$ cat src/rtl/imem_loader_pkg.sv
// rtl/imem_loader_pkg.sv - shared types and constants for the instruction-memory loader
package imem_loader_pkg;

  typedef enum logic [2:0] {
    IDLE,
    LEN,
    DATA,
    DONE,
    ERROR
  } loader_state_t;

  localparam int BYTES_PER_WORD = 4;
  localparam int WORD_WIDTH     = 32;

endpackage

$ cat src/rtl/imem_loader_byte_packer.sv
// rtl/imem_loader_byte_packer.sv - little-endian byte-to-word assembler
module byte_packer
  import imem_loader_pkg::*;
(
  input  logic                  clk,
  input  logic                  reset,
  input  logic                  clear,
  input  logic                  byte_valid,
  input  logic [7:0]            byte_data,
  output logic [WORD_WIDTH-1:0] word,
  output logic                  word_valid
);

  localparam logic [1:0] LAST_IDX = 2'(BYTES_PER_WORD - 1);

  logic [1:0]            idx_q;
  logic [WORD_WIDTH-9:0] low_q;

  // The last byte is not stored: the word is presented combinationally with it on top,
  // so the consumer can register the finished word on the same edge the byte arrives.
  assign word_valid = byte_valid && (idx_q == LAST_IDX);
  assign word       = {byte_data, low_q};

  // Byte index and storage for the three lower bytes of the word being assembled.
  always_ff @(posedge clk) begin
    if (!reset || clear) begin
      idx_q <= '0;
      low_q <= '0;
    end else if (byte_valid) begin
      idx_q <= idx_q + 2'd1;
      case (idx_q)
        2'd0:    low_q[7:0]   <= byte_data;
        2'd1:    low_q[15:8]  <= byte_data;
        2'd2:    low_q[23:16] <= byte_data;
        default: ;
      endcase
    end
  end

endmodule

$ cat src/rtl/imem_loader.sv
// rtl/imem_loader.sv - byte-stream image loader writing packed words into instruction memory
module imem_loader
  import imem_loader_pkg::*;
#(
  parameter int ADDR_WIDTH = 9
) (
  input  logic                  clk,
  input  logic                  reset,
  input  logic                  start,
  input  logic                  in_valid,
  input  logic [7:0]            in_data,
  output logic                  in_ready,
  output logic                  imem_we,
  output logic [ADDR_WIDTH-1:0] imem_addr,
  output logic [WORD_WIDTH-1:0] imem_wdata,
  output logic                  core_hold,
  output logic                  load_done,
  output logic                  load_error
);

  localparam logic [31:0] DEPTH = 32'(1) << ADDR_WIDTH;

  loader_state_t         state_q, state_d;
  logic [ADDR_WIDTH:0]   wcnt_q;
  logic [31:0]           len_q;
  logic [31:0]           wcnt_next;
  logic                  start_ok;
  logic                  pack_valid;
  logic [WORD_WIDTH-1:0] pk_word;
  logic                  pk_word_valid;

  // start only re-arms when no frame is in flight; LEN/DATA ignore it.
  assign start_ok   = start && (state_q inside {IDLE, DONE, ERROR});
  // Bytes sunk in ERROR never reach the packer.
  assign pack_valid = in_valid && (state_q inside {LEN, DATA});
  assign wcnt_next  = 32'(wcnt_q) + 32'd1;

  byte_packer u_packer (
    .clk        (clk),
    .reset      (reset),
    .clear      (start_ok),
    .byte_valid (pack_valid),
    .byte_data  (in_data),
    .word       (pk_word),
    .word_valid (pk_word_valid)
  );

  // State register.
  always_ff @(posedge clk) begin
    if (!reset) state_q <= IDLE;
    else        state_q <= state_d;
  end

  // Next-state decode and state-derived status outputs.
  always_comb begin
    state_d    = state_q;
    in_ready   = 1'b0;
    load_done  = 1'b0;
    load_error = 1'b0;
    core_hold  = 1'b1;
    case (state_q)
      IDLE: begin
        if (start) state_d = LEN;
      end
      LEN: begin
        in_ready = 1'b1;
        if (pk_word_valid) begin
          if (pk_word == 32'd0)     state_d = DONE;
          else if (pk_word > DEPTH) state_d = ERROR;
          else                      state_d = DATA;
        end
      end
      DATA: begin
        in_ready = 1'b1;
        if (pk_word_valid && (wcnt_next == len_q)) state_d = DONE;
      end
      DONE: begin
        load_done = 1'b1;
        core_hold = 1'b0;
        if (start) state_d = LEN;
      end
      ERROR: begin
        in_ready   = 1'b1;
        load_error = 1'b1;
        if (start) state_d = LEN;
      end
      default: state_d = IDLE;
    endcase
  end

  // Length capture, word counter and the registered memory write port.
  always_ff @(posedge clk) begin
    if (!reset) begin
      wcnt_q     <= '0;
      len_q      <= '0;
      imem_we    <= 1'b0;
      imem_addr  <= '0;
      imem_wdata <= '0;
    end else begin
      imem_we <= 1'b0;
      if (start_ok) begin
        wcnt_q <= '0;
      end
      if (state_q == LEN && pk_word_valid) begin
        len_q <= pk_word;
      end
      if (state_q == DATA && pk_word_valid) begin
        imem_we    <= 1'b1;
        imem_addr  <= wcnt_q[ADDR_WIDTH-1:0];
        imem_wdata <= pk_word;
        wcnt_q     <= wcnt_q + {{ADDR_WIDTH{1'b0}}, 1'b1};
      end
    end
  end

endmodule

$ cat config.mk
export PLATFORM = sky130hd
export DESIGN_NAME = imem_loader
export DESIGN_NICKNAME = d
export VERILOG_FILES = /design/src/rtl/imem_loader_pkg.sv /design/src/rtl/imem_loader_byte_packer.sv /design/src/rtl/imem_loader.sv
export SDC_FILE = /design/constraint.sdc
export NUM_CORES = 1
export LEC_CHECK = 0
export CORE_MARGIN = 5
export CORE_UTILIZATION = 50
export DETAILED_ROUTE_END_ITERATION = 8
export GPL_TIMING_DRIVEN = 0
export PLACE_DENSITY = 0.75
export SLEW_MARGIN = 0
export SYNTH_ARGS = -nofsm -noshare
export SYNTH_HDL_FRONTEND = slang
export SYNTH_SLANG_ARGS = --single-unit
$ cat constraint.sdc
create_clock -name clk -period 1.8 [get_ports clk]
set_input_delay 0.36 -clock clk [delete_from_list [all_inputs] [get_ports clk]]
set_output_delay 0.36 -clock clk [all_outputs]
set_load 0.02 [all_outputs]
==> results of run 1 <==
-- cell families after synthesis --
| logic type | Yosys count |
|---|---|
| flops | 113 |
| compound gates | 132 |
| fa+ha+maj | 5 |
| simple gates | 284 |
| mux | 1 |
| buf+inv | 46 |
| xor+xnor | 18 |
-- state kept, by name, indices dropped and copies added (netlist names) --
| signal | cells |
|---|---|
| u_packer.idx_q | 2 |
| wcnt_q | 10 |
| len_q | 32 |
| imem_wdata | 32 |
| imem_we | 1 |
| imem_addr | 9 |
| u_packer.low_q | 24 |
| state_q | 3 |
-- stage by stage --
| step | cells | TNS [ps] | hold WS, ps |
|---|---|---|---|
| 2_1_floorplan | 599 | 0 | 435 |
| 3_3_place_gp | 784 | -43800 | 441 |
| 3_5_place_dp | 784 | -45420 | 452 |
| 4_1_cts | 816 | -20.1 | 210 |
| 5_1_grt | 816 | -220 | 247 |
| 6_report | 816 | 0 | 211 |
-- cells in the mapped netlist (all sizes together), types with 9 or more instances --
cell / number
a21oi: 33
nor3: 9
nand2: 183
a21boi: 76
dfxtp: 113
o21ai: 9
nand3: 34
nor2: 15
buf: 17
xor2: 10
nor4: 12
clkbuf: 24
-- how the worst min path moves through the flow --
stage | depth (start not counted) | from | slack, ps | end
detailed placement | 2 | len_q[16]$_SDFFE_PN0P_ | 450 | len_q[16]$_SDFFE_PN0P_
floorplan | 2 | len_q[17]$_SDFFE_PN0P_ | 430 | len_q[17]$_SDFFE_PN0P_
CTS | 2 | reset | 210 | imem_wdata[1]$_SDFFE_PN0P_
finish | 2 | reset | 210 | imem_wdata[1]$_SDFFE_PN0P_
global placement | 2 | len_q[13]$_SDFFE_PN0P_ | 440 | len_q[13]$_SDFFE_PN0P_
global route | 2 | reset | 250 | imem_wdata[8]$_SDFFE_PN0P_
-- placed cells by master (no fill, tap or decap), types with 3 or more instances in the layout --
| master | synthesis | layout |
|---|---|---|
| sky130_fd_sc_hd__nor2b_1 | 5 | 5 |
| sky130_fd_sc_hd__a21oi_1 | 33 | 33 |
| sky130_fd_sc_hd__dfxtp_1 | 113 | 104 |
| sky130_fd_sc_hd__dfxtp_2 | 0 | 7 |
| sky130_fd_sc_hd__o21ai_0 | 4 | 3 |
| sky130_fd_sc_hd__nand4_1 | 4 | 4 |
| sky130_fd_sc_hd__clkinv_2 | 0 | 4 |
| sky130_fd_sc_hd__dlygate4sd2_1 | 0 | 47 |
| sky130_fd_sc_hd__nor3_1 | 9 | 6 |
| sky130_fd_sc_hd__nor4_2 | 0 | 3 |
| sky130_fd_sc_hd__a21boi_0 | 64 | 64 |
| sky130_fd_sc_hd__nand3_1 | 34 | 32 |
| sky130_fd_sc_hd__buf_6 | 0 | 5 |
| sky130_fd_sc_hd__and2_1 | 7 | 6 |
| sky130_fd_sc_hd__clkbuf_2 | 0 | 7 |
| sky130_fd_sc_hd__and3_1 | 4 | 4 |
| sky130_fd_sc_hd__clkbuf_1 | 24 | 16 |
| sky130_fd_sc_hd__clkinvlp_4 | 0 | 5 |
| sky130_fd_sc_hd__buf_4 | 0 | 8 |
| sky130_fd_sc_hd__ha_1 | 5 | 3 |
| sky130_fd_sc_hd__nand2_1 | 183 | 181 |
| sky130_fd_sc_hd__nor2_1 | 15 | 14 |
| sky130_fd_sc_hd__clkdlybuf4s50_1 | 0 | 4 |
| sky130_fd_sc_hd__clkbuf_16 | 0 | 16 |
| sky130_fd_sc_hd__xor2_1 | 10 | 10 |
| sky130_fd_sc_hd__a21boi_1 | 12 | 11 |
| sky130_fd_sc_hd__xnor2_1 | 8 | 8 |
| sky130_fd_sc_hd__bufinv_16 | 0 | 3 |
| sky130_fd_sc_hd__o21ai_1 | 5 | 3 |
| sky130_fd_sc_hd__buf_2 | 17 | 8 |
| sky130_fd_sc_hd__o21ai_2 | 0 | 3 |
| sky130_fd_sc_hd__nor4_1 | 12 | 8 |
| sky130_fd_sc_hd__inv_1 | 5 | 3 |
-- per-layer routing --
| layer | vias to the layer above | GRT usage | routed length, um |
|---|---|---|---|
| met5 | - | 0 | 0 |
| met4 | 0 | 0.0893 | 378 |
| met3 | 40 | 0.0639 | 908 |
| met2 | 176 | 0.377 | 6220 |
| met1 | 2126 | 0.290 | 5470 |
| li1 | 2164 | - | - |
-- power groups by stage --
| stage | Sequential, mW | Clock, mW | Combinational [mW] |
|---|---|---|---|
| floorplan | 2.57 | 0 | 0.129 |
| global placement | 2.58 | 0 | 0.212 |
| detailed placement | 2.58 | 0 | 0.216 |
| CTS | 2.52 | 3.31 | 0.223 |
| global route | 2.52 | 3.45 | 0.255 |
| finish | 2.52 | 3.28 | 0.236 |
-- area by class of cell --
| type | instances | area (um2) |
|---|---|---|
| Buffer | 37 | 210 |
| Clock buffer | 18 | 418 |
| Clock inverter | 14 | 165 |
| Fill cell | 783 | 3060 |
| Inverter | 5 | 18.8 |
| Multi-Input combinational cell | 440 | 2500 |
| Sequential cell | 113 | 2280 |
| Tap cell | 129 | 161 |
| Timing Repair Buffer | 60 | 517 |
-- what timing repair did --
item                       in CTS  in global routing
cloned                          0                  0
setup endpoints to repair     150                103
resized for setup             100                 37
hold endpoints to repair        0                  0
setup buffers                   1                  3
pin swaps                       4                  4
==> flow_summary.html, run 1 <==
<table>
<tr><th>Metric</th><th>Value</th></tr>
<tr><th colspan="2">Run status</th></tr>
<tr><td>Run status</td><td>finished clean</td></tr>
<tr><th colspan="2">Place</th></tr>
<tr><td>PortBufs</td><td>56</td></tr>
<tr><td>Cell area after placement</td><td>5560 um2</td></tr>
<tr><td>Final weighted congestion in routability-driven placement</td><td>0.888</td></tr>
<tr><td>Worst slack after detailed placement</td><td>-979 ps</td></tr>
<tr><td>Half-perimeter wire length of the detailed placement result</td><td>around 9000 um</td></tr>
<tr><th colspan="2">Power</th></tr>
<tr><td>Power density over the cells</td><td>between 900 and 1000 nW/um2</td></tr>
<tr><td>Total Power</td><td>6.04 mW</td></tr>
<tr><td>Combinational share of power</td><td>0.039</td></tr>
<tr><td>Worst VDD drop</td><td>roughly 0.0007 V</td></tr>
<tr><td>Net switching power figure</td><td>between 1 and 1.5 mW</td></tr>
<tr><td>Design internal power</td><td>about 4.7 mW</td></tr>
<tr><td>Portion of total power attributed to the clock network</td><td>0.543</td></tr>
<tr><td>Net switching share of the total power</td><td>0.222</td></tr>
<tr><td>Seq pwr share</td><td>0.417</td></tr>
<tr><td>Leakage power summed over all cells</td><td>2.38 nW</td></tr>
<tr><th colspan="2">Synthesis</th></tr>
<tr><td>Multiplexer area fraction after synthesis</td><td>0.00207</td></tr>
<tr><td>Number of flops mapped to enable cells by yosys</td><td>0</td></tr>
<tr><td>Register bit count reported by yosys</td><td>around 110</td></tr>
<tr><td>Arithmetic-cell share of the synthesized area counting full adders, half adders and majority gates</td><td>0.0130</td></tr>
<tr><td>Cell area after synthesis</td><td>4830 um2</td></tr>
<tr><td>Part of the Yosys area used for sequential elements</td><td>0.469</td></tr>
<tr><td>Cells after synthesis</td><td>~600</td></tr>
<tr><td>Most instantiated flip-flop cell in the synthesis netlist</td><td>sky130_fd_sc_hd__dfxtp_1</td></tr>
<tr><td>Synthesis Warnings</td><td>0</td></tr>
<tr><td>Fraction of registers with async set or reset after synthesis</td><td>0</td></tr>
<tr><td>Count of different cell masters after synthesis</td><td>42</td></tr>
<tr><td>Post-Synth XOR/XNOR Area</td><td>0.0327</td></tr>
<tr><td>Main combinational cell family by area after synthesis</td><td>simple AND/OR/NAND/NOR gates</td></tr>
<tr><td>Synthesized-area fraction occupied by ao, oa, aoi and oai cells</td><td>0.185</td></tr>
<tr><td>Synth top area share</td><td>0.469</td></tr>
<tr><td>Net count after synthesis</td><td>616</td></tr>
<tr><td>Leading cell types by total area after synthesis</td><td>sky130_fd_sc_hd__dfxtp_1 47%, sky130_fd_sc_hd__nand2_1 14%, sky130_fd_sc_hd__a21boi_0 10%, sky130_fd_sc_hd__nand3_1 3.5%, sky130_fd_sc_hd__a21oi_1 3.4%</td></tr>
<tr><td>Avg Cell Area, Syn</td><td>between 8 and 9 um2</td></tr>
<tr><td>Post-synthesis simple-gate area fraction</td><td>0.258</td></tr>
<tr><td>Biggest area consumer among synthesized cells</td><td>sky130_fd_sc_hd__dfxtp_1</td></tr>
<tr><th colspan="2">Worst setup path</th></tr>
<tr><td>WP buf/inv</td><td>2</td></tr>
<tr><td>Critical Path Stages</td><td>4</td></tr>
<tr><td>Startpoint of the worst register-to-register path</td><td>wcnt_q[7]$_SDFFE_PN0P_</td></tr>
<tr><td>R2r worst-path depth</td><td>6</td></tr>
<tr><td>Crit path capture type</td><td>output port</td></tr>
<tr><td>CP Capture Point</td><td>in_ready</td></tr>
<tr><td>Worst setup SP type</td><td>register</td></tr>
<tr><td>Required time of the worst setup path</td><td>roughly 1400 ps</td></tr>
<tr><td>Maximum fanout along the worst path</td><td>10</td></tr>
<tr><td>Type of the worst setup path</td><td>register to output port</td></tr>
<tr><td>Delay-heaviest family, CP</td><td>flip-flops</td></tr>
<tr><td>Launching element of the worst setup path</td><td>state_q[1]$_SDFFE_PN0P_</td></tr>
<tr><td>Largest stage delay, worst path</td><td>340 ps</td></tr>
<tr><td>Setup slack of the worst register-to-register path</td><td>10 ps</td></tr>
<tr><td>Worst r2r dst</td><td>state_q[0]$_SDFFE_PN0P_</td></tr>
<tr><td>Crit path arrival time</td><td>between 1000 and 1500 ps</td></tr>
<tr><td>Critical-path cell list</td><td>buf_6 &gt; xnor2_1 &gt; o22ai_1 &gt; buf_4</td></tr>
<tr><td>CP max stage cell</td><td>sky130_fd_sc_hd__dfxtp_2</td></tr>
<tr><th colspan="2">Timing</th></tr>
<tr><td>Setup repair after global routing missed its margin</td><td>true</td></tr>
<tr><td>Time the final worst path needs with I/O delays and setup</td><td>around 1800 ps</td></tr>
<tr><td>Worst-Margin Slew</td><td>487 ps</td></tr>
<tr><td>Fmax</td><td>roughly 560 MHz</td></tr>
<tr><td>Final worst slack</td><td>1.68 ps</td></tr>
<tr><td>Setup-failing EPs final</td><td>0</td></tr>
<tr><td>Hold Violations, Final</td><td>0</td></tr>
<tr><td>Worst clock skew</td><td>5.66 ps</td></tr>
<tr><td>Final period utilization</td><td>0.999</td></tr>
<tr><td>Final-report max-slew violation count</td><td>0</td></tr>
<tr><td>Rel. slew slack</td><td>0.675</td></tr>
<tr><th colspan="2">Clock network</th></tr>
<tr><td>Clock root buffer</td><td>sky130_fd_sc_hd__clkbuf_8</td></tr>
<tr><td>Number of buffers added to fix hold violations after cts</td><td>0</td></tr>
<tr><td>Clock-pin slew reported for the worst setup and hold paths after clock tree synthesis</td><td>60 ps</td></tr>
<tr><td>Maximum count of clock buffers along a single path</td><td>2</td></tr>
<tr><td>CTS tree</td><td>yes</td></tr>
<tr><td>Number of buffers created by CTS</td><td>17</td></tr>
<tr><td>H-tree depth</td><td>4</td></tr>
<tr><td>Clock latency of the later-clocked register in the worst-skew pair</td><td>520 ps</td></tr>
<tr><td>Number of clock sinks</td><td>around 110</td></tr>
<tr><th colspan="2">Detailed routing</th></tr>
<tr><td>First-iteration detailed-routing DRC count</td><td>346</td></tr>
<tr><td>Drt pass-1 iters</td><td>5</td></tr>
<tr><td>Antenna violation net count after detailed routing</td><td>0</td></tr>
<tr><td>DRC errors left</td><td>0</td></tr>
<tr><td>Average detailed-routed wire length per instance</td><td>15.9 um</td></tr>
<tr><td>Total Wirelength</td><td>between 10000 and 15000 um</td></tr>
<tr><td>Total via count after detailed routing</td><td>4506</td></tr>
<tr><td>Routed via count divided by cell count</td><td>5.52</td></tr>
<tr><th colspan="2">Global route</th></tr>
<tr><td>Pin count of the biggest net entering global routing</td><td>17</td></tr>
<tr><td>Final global-route overflow total</td><td>0</td></tr>
<tr><td>Global-route wire length before repair</td><td>approximately 21000 um</td></tr>
<tr><td>Number of antenna violations at the first check in global routing</td><td>0</td></tr>
<tr><td>Number of global-route vias before repair</td><td>4357</td></tr>
<tr><td>Total global-route track usage</td><td>0.231</td></tr>
<tr><th colspan="2">Finish</th></tr>
<tr><td>Ratio of cells with drive above 1 in the final layout</td><td>0.143</td></tr>
<tr><td>Finished Core Util</td><td>0.672</td></tr>
<tr><td>Diode insertion count for antenna repair</td><td>0</td></tr>
<tr><td>Area added between synthesis and finish</td><td>29.8%</td></tr>
<tr><td>Non-Filler Cell Area, Final</td><td>6270 um2</td></tr>
<tr><td>Nets</td><td>691</td></tr>
<tr><th colspan="2">Die</th></tr>
<tr><td>Core Footprint</td><td>between 9000 and 10000 um2</td></tr>
<tr><td>Width of the die</td><td>around 110 um</td></tr>
<tr><td>Std-Cell Rows</td><td>35</td></tr>
<tr><td>Die Area</td><td>approximately 12000 um2</td></tr>
<tr><td>I/O pin cnt</td><td>just under 60</td></tr>
<tr><td>Initial standard-cell utilization of the core</td><td>0.518</td></tr>
<tr><td>Vertical die dimension</td><td>108 um</td></tr>
<tr><th colspan="2">Flow run</th></tr>
<tr><td>Number of max-cap violations</td><td>0</td></tr>
<tr><th colspan="2">Min path</th></tr>
<tr><td>Type of the worst min-delay path</td><td>primary input to register</td></tr>
</table>
No activity file was read; power rests on OpenSTA's default activity.
==> inputs of run 2 (changes only) <==
- CORE_UTILIZATION: 50 -> 55
- PLACE_DENSITY: 0.75 -> 0.78
- clock period: 1.8 -> 1.7 ns (I/O delays scaled with it)
==> flow_summary.html, run 2 (same netlist as run 1, synthesis figures left out) <==
<table>
<tr><th>Metric</th><th>Value</th></tr>
<tr><th colspan="2">Run status</th></tr>
<tr><td>Run status</td><td>finished, violations left</td></tr>
<tr><td>Violated checks</td><td>setup timing</td></tr>
<tr><th colspan="2">Worst setup path</th></tr>
<tr><td>Worst setup SP type</td><td>register</td></tr>
<tr><td>Maximum fanout along the worst path</td><td>3 (-7)</td></tr>
<tr><td>Crit path capture type</td><td>register</td></tr>
<tr><td>Launching element of the worst setup path</td><td>u_packer.low_q[20]$_SDFFE_PP0P_</td></tr>
<tr><td>Type of the worst setup path</td><td>register to register</td></tr>
<tr><td>Required time of the worst setup path</td><td>2150 ps (+710 ps)</td></tr>
<tr><td>Startpoint of the worst register-to-register path</td><td>u_packer.low_q[20]$_SDFFE_PP0P_</td></tr>
<tr><td>Crit path arrival time</td><td>2250 ps (+810 ps)</td></tr>
<tr><th colspan="2">Detailed routing</th></tr>
<tr><td>First-iteration detailed-routing DRC count</td><td>359 (+3.8%)</td></tr>
<tr><td>Routed via count divided by cell count</td><td>5.70 (+3.2%)</td></tr>
<tr><td>Antenna violation net count after detailed routing</td><td>0 (unchanged)</td></tr>
<tr><td>DRC errors left</td><td>0 (unchanged)</td></tr>
<tr><td>Total Wirelength</td><td>13700 um (+5.7%)</td></tr>
<tr><td>Total via count after detailed routing</td><td>4578 (+1.6%)</td></tr>
<tr><td>Average detailed-routed wire length per instance</td><td>17.1 um (+7.4%)</td></tr>
<tr><td>Drt pass-1 iters</td><td>7 (+2)</td></tr>
<tr><th colspan="2">Timing</th></tr>
<tr><td>Final total negative setup slack</td><td>-335 ps (-335 ps)</td></tr>
<tr><td>Fmax</td><td>around 550 MHz</td></tr>
<tr><td>Time the final worst path needs with I/O delays and setup</td><td>1810 ps</td></tr>
<tr><td>Final worst slack</td><td>-106 ps (-108 ps)</td></tr>
<tr><td>Worst clock skew</td><td>8.32 ps (+2.66 ps)</td></tr>
<tr><td>Rel. slew slack</td><td>0.663 (-0.0119)</td></tr>
<tr><td>Worst slack on hold paths</td><td>189 ps (-22.8 ps)</td></tr>
<tr><td>Final-report max-slew violation count</td><td>0 (unchanged)</td></tr>
<tr><td>Worst-Margin Slew</td><td>505 ps (+17.8 ps)</td></tr>
<tr><td>Hold Violations, Final</td><td>0 (unchanged)</td></tr>
<tr><td>Setup repair after global routing missed its margin</td><td>true</td></tr>
<tr><td>Setup-failing EPs final</td><td>6 (+6)</td></tr>
<tr><td>Final period utilization</td><td>1.06</td></tr>
<tr><th colspan="2">Die</th></tr>
<tr><td>Initial standard-cell utilization of the core</td><td>0.559 (+0.0415)</td></tr>
<tr><td>I/O pin cnt</td><td>58 (unchanged)</td></tr>
<tr><td>Std-Cell Rows</td><td>34 (-2.9%)</td></tr>
<tr><td>Width of the die</td><td>104 um (-4.2%)</td></tr>
<tr><td>Core Footprint</td><td>8640 um2 (-7.4%)</td></tr>
<tr><td>Die Area</td><td>10800 um2 (-8.3%)</td></tr>
<tr><td>Vertical die dimension</td><td>104 um (-4.2%)</td></tr>
<tr><th colspan="2">Finish</th></tr>
<tr><td>Area added between synthesis and finish</td><td>33.6%</td></tr>
<tr><td>Ratio of cells with drive above 1 in the final layout</td><td>0.190 (+0.0473)</td></tr>
<tr><td>Number of cells in the finished layout apart from fillers</td><td>803 (-1.6%)</td></tr>
<tr><td>Leading registers by flop count</td><td>imem_wdata: 32 flops, len_q: 32 flops, u_packer.low_q: 24 flops</td></tr>
<tr><td>Commonest non-fill, non-tap cell in the layout</td><td>sky130_fd_sc_hd__nand2_1</td></tr>
<tr><td>Most frequent cells in the layout</td><td>178 x sky130_fd_sc_hd__nand2_1, 97 x sky130_fd_sc_hd__dfxtp_1, 64 x sky130_fd_sc_hd__a21boi_0</td></tr>
<tr><td>Nets</td><td>699 (+1.2%)</td></tr>
<tr><td>Non-Filler Cell Area, Final</td><td>6450 um2 (+2.9%)</td></tr>
<tr><td>Diode insertion count for antenna repair</td><td>0 (unchanged)</td></tr>
<tr><td>Finished Core Util</td><td>0.747 (+0.0751)</td></tr>
<tr><th colspan="2">Power</th></tr>
<tr><td>Net switching share of the total power</td><td>0.218 (-0.00374)</td></tr>
<tr><td>Worst VDD drop</td><td>0.000772 V (+11%)</td></tr>
<tr><td>Portion of total power attributed to the clock network</td><td>0.535 (-0.008)</td></tr>
<tr><td>Net switching power figure</td><td>1.38 mW (+3.0%)</td></tr>
<tr><td>Total Power</td><td>6.33 mW (+4.8%)</td></tr>
<tr><td>Combinational share of power</td><td>0.043 (+0.004)</td></tr>
<tr><td>Design internal power</td><td>4.94 mW (+5.3%)</td></tr>
<tr><td>Seq pwr share</td><td>0.421 (+0.004)</td></tr>
<tr><td>Leakage power summed over all cells</td><td>2.44 nW (+2.4%)</td></tr>
<tr><td>Power density over the cells</td><td>981 nW/um2 (+1.8%)</td></tr>
<tr><th colspan="2">Global route</th></tr>
<tr><td>Number of global-route vias before repair</td><td>4469 (+2.6%)</td></tr>
<tr><td>Global-route wire length before repair</td><td>21900 um (+3.0%)</td></tr>
<tr><td>Pin count of the biggest net entering global routing</td><td>17 (unchanged)</td></tr>
<tr><td>Final global-route overflow total</td><td>0 (unchanged)</td></tr>
<tr><td>Total global-route track usage</td><td>0.248 (+0.0170)</td></tr>
<tr><td>Number of antenna violations at the first check in global routing</td><td>0 (unchanged)</td></tr>
<tr><th colspan="2">Place</th></tr>
<tr><td>Cell area after placement</td><td>5570 um2 (+0.25%)</td></tr>
<tr><td>Half-perimeter wire length of the detailed placement result</td><td>8940 um (about the same)</td></tr>
<tr><td>Final weighted congestion in routability-driven placement</td><td>0.898 (+1.0%)</td></tr>
<tr><td>Worst slack after detailed placement</td><td>-1020 ps (-39.1 ps)</td></tr>
<tr><td>PortBufs</td><td>56 (unchanged)</td></tr>
<tr><td>Inst Count DP</td><td>763 (-2.7%)</td></tr>
<tr><th colspan="2">Clock network</th></tr>
<tr><td>H-tree depth</td><td>4 (unchanged)</td></tr>
<tr><td>Clock latency of the later-clocked register in the worst-skew pair</td><td>510 ps (about the same)</td></tr>
<tr><td>Number of clock sinks</td><td>113 (unchanged)</td></tr>
<tr><td>Number of buffers created by CTS</td><td>17 (unchanged)</td></tr>
<tr><td>Clock-pin slew reported for the worst setup and hold paths after clock tree synthesis</td><td>60 ps (about the same)</td></tr>
<tr><td>Clock root buffer</td><td>sky130_fd_sc_hd__clkbuf_8</td></tr>
<tr><td>Maximum count of clock buffers along a single path</td><td>2 (unchanged)</td></tr>
<tr><td>CTS tree</td><td>yes</td></tr>
<tr><th colspan="2">Flow run</th></tr>
<tr><td>Number of max-cap violations</td><td>0 (unchanged)</td></tr>
<tr><th colspan="2">Min path</th></tr>
<tr><td>Type of the worst min-delay path</td><td>primary input to register</td></tr>
<tr><td>Hold_sp</td><td>reset</td></tr>
</table>
run 2: changes by cell type in the layout (fill, tap and decap cells not counted), moves of 3 or more:
cell / before / now
sky130_fd_sc_hd__a21oi_1: 33 / 27
sky130_fd_sc_hd__a21oi_2: 0 / 6
sky130_fd_sc_hd__buf_4: 8 / 19
sky130_fd_sc_hd__clkbuf_8: 1 / 4
sky130_fd_sc_hd__clkinvlp_4: 5 / 2
sky130_fd_sc_hd__dfxtp_1: 104 / 97
sky130_fd_sc_hd__dfxtp_2: 7 / 11
sky130_fd_sc_hd__dfxtp_4: 2 / 5
sky130_fd_sc_hd__nand2_1: 181 / 178
sky130_fd_sc_hd__nand2_2: 1 / 4
run 2: final timing paths:
check	end	slack, ps	cells after the start
hold / removal	imem_wdata[10]$_SDFFE_PN0P_	190	2
setup / recovery	state_q[1]$_SDFFE_PN0P_	-110	6
setup reg to reg	state_q[1]$_SDFFE_PN0P_	-110	6
hold reg to reg	imem_addr[1]$_SDFFE_PN0P_	460	2
run 2: power groups by stage:
stage,Sequential (mW),Clock [mW],Combinational [mW]
after global routing,2.67,3.54,0.293
after floorplan,2.72,0,0.141
after global placement,2.73,0,0.229
after detailed placement,2.73,0,0.234
after CTS,2.67,3.40,0.251
final,2.67,3.39,0.274
run 2: repair_timing:
item / 4_1_cts / 5_1_grt
hold buffers: 0 / 0
endpoints found under the hold margin: 0 / 0
endpoints found under the setup margin: 154 / 80
setup buffers: 6 / 7
gates cloned: 0 / 0
resized for setup: 122 / 55
pin swaps: 13 / 10
run 2: worst max-delay path, cell delays in order, from the launching register on:
cell                       delay, ps
sky130_fd_sc_hd__dfxtp_2         330
sky130_fd_sc_hd__or4_4           530
sky130_fd_sc_hd__nor4_4          330
sky130_fd_sc_hd__a21boi_4        260
sky130_fd_sc_hd__buf_4           130
sky130_fd_sc_hd__a21oi_2          50
sky130_fd_sc_hd__nor2b_1         110
run 2: area by class of cell:
cell class | instances | area (um2)
Tap cell | 108 | 135
Inverter | 5 | 21.3
Clock inverter | 10 | 109
Buffer | 36 | 230
Sequential cell | 113 | 2290
Fill cell | 609 | 2190
Multi-Input combinational cell | 440 | 2610
Timing Repair Buffer | 69 | 588
Clock buffer | 22 | 463
run 2: layer usage:
metal	GRT usage	vias to the layer above	routed length [um]
met2	0.424	192	6900
met3	0.0665	36	964
met5	0	-	0
li1	-	2189	-
met4	0.0944	0	339
met1	0.296	2161	5510
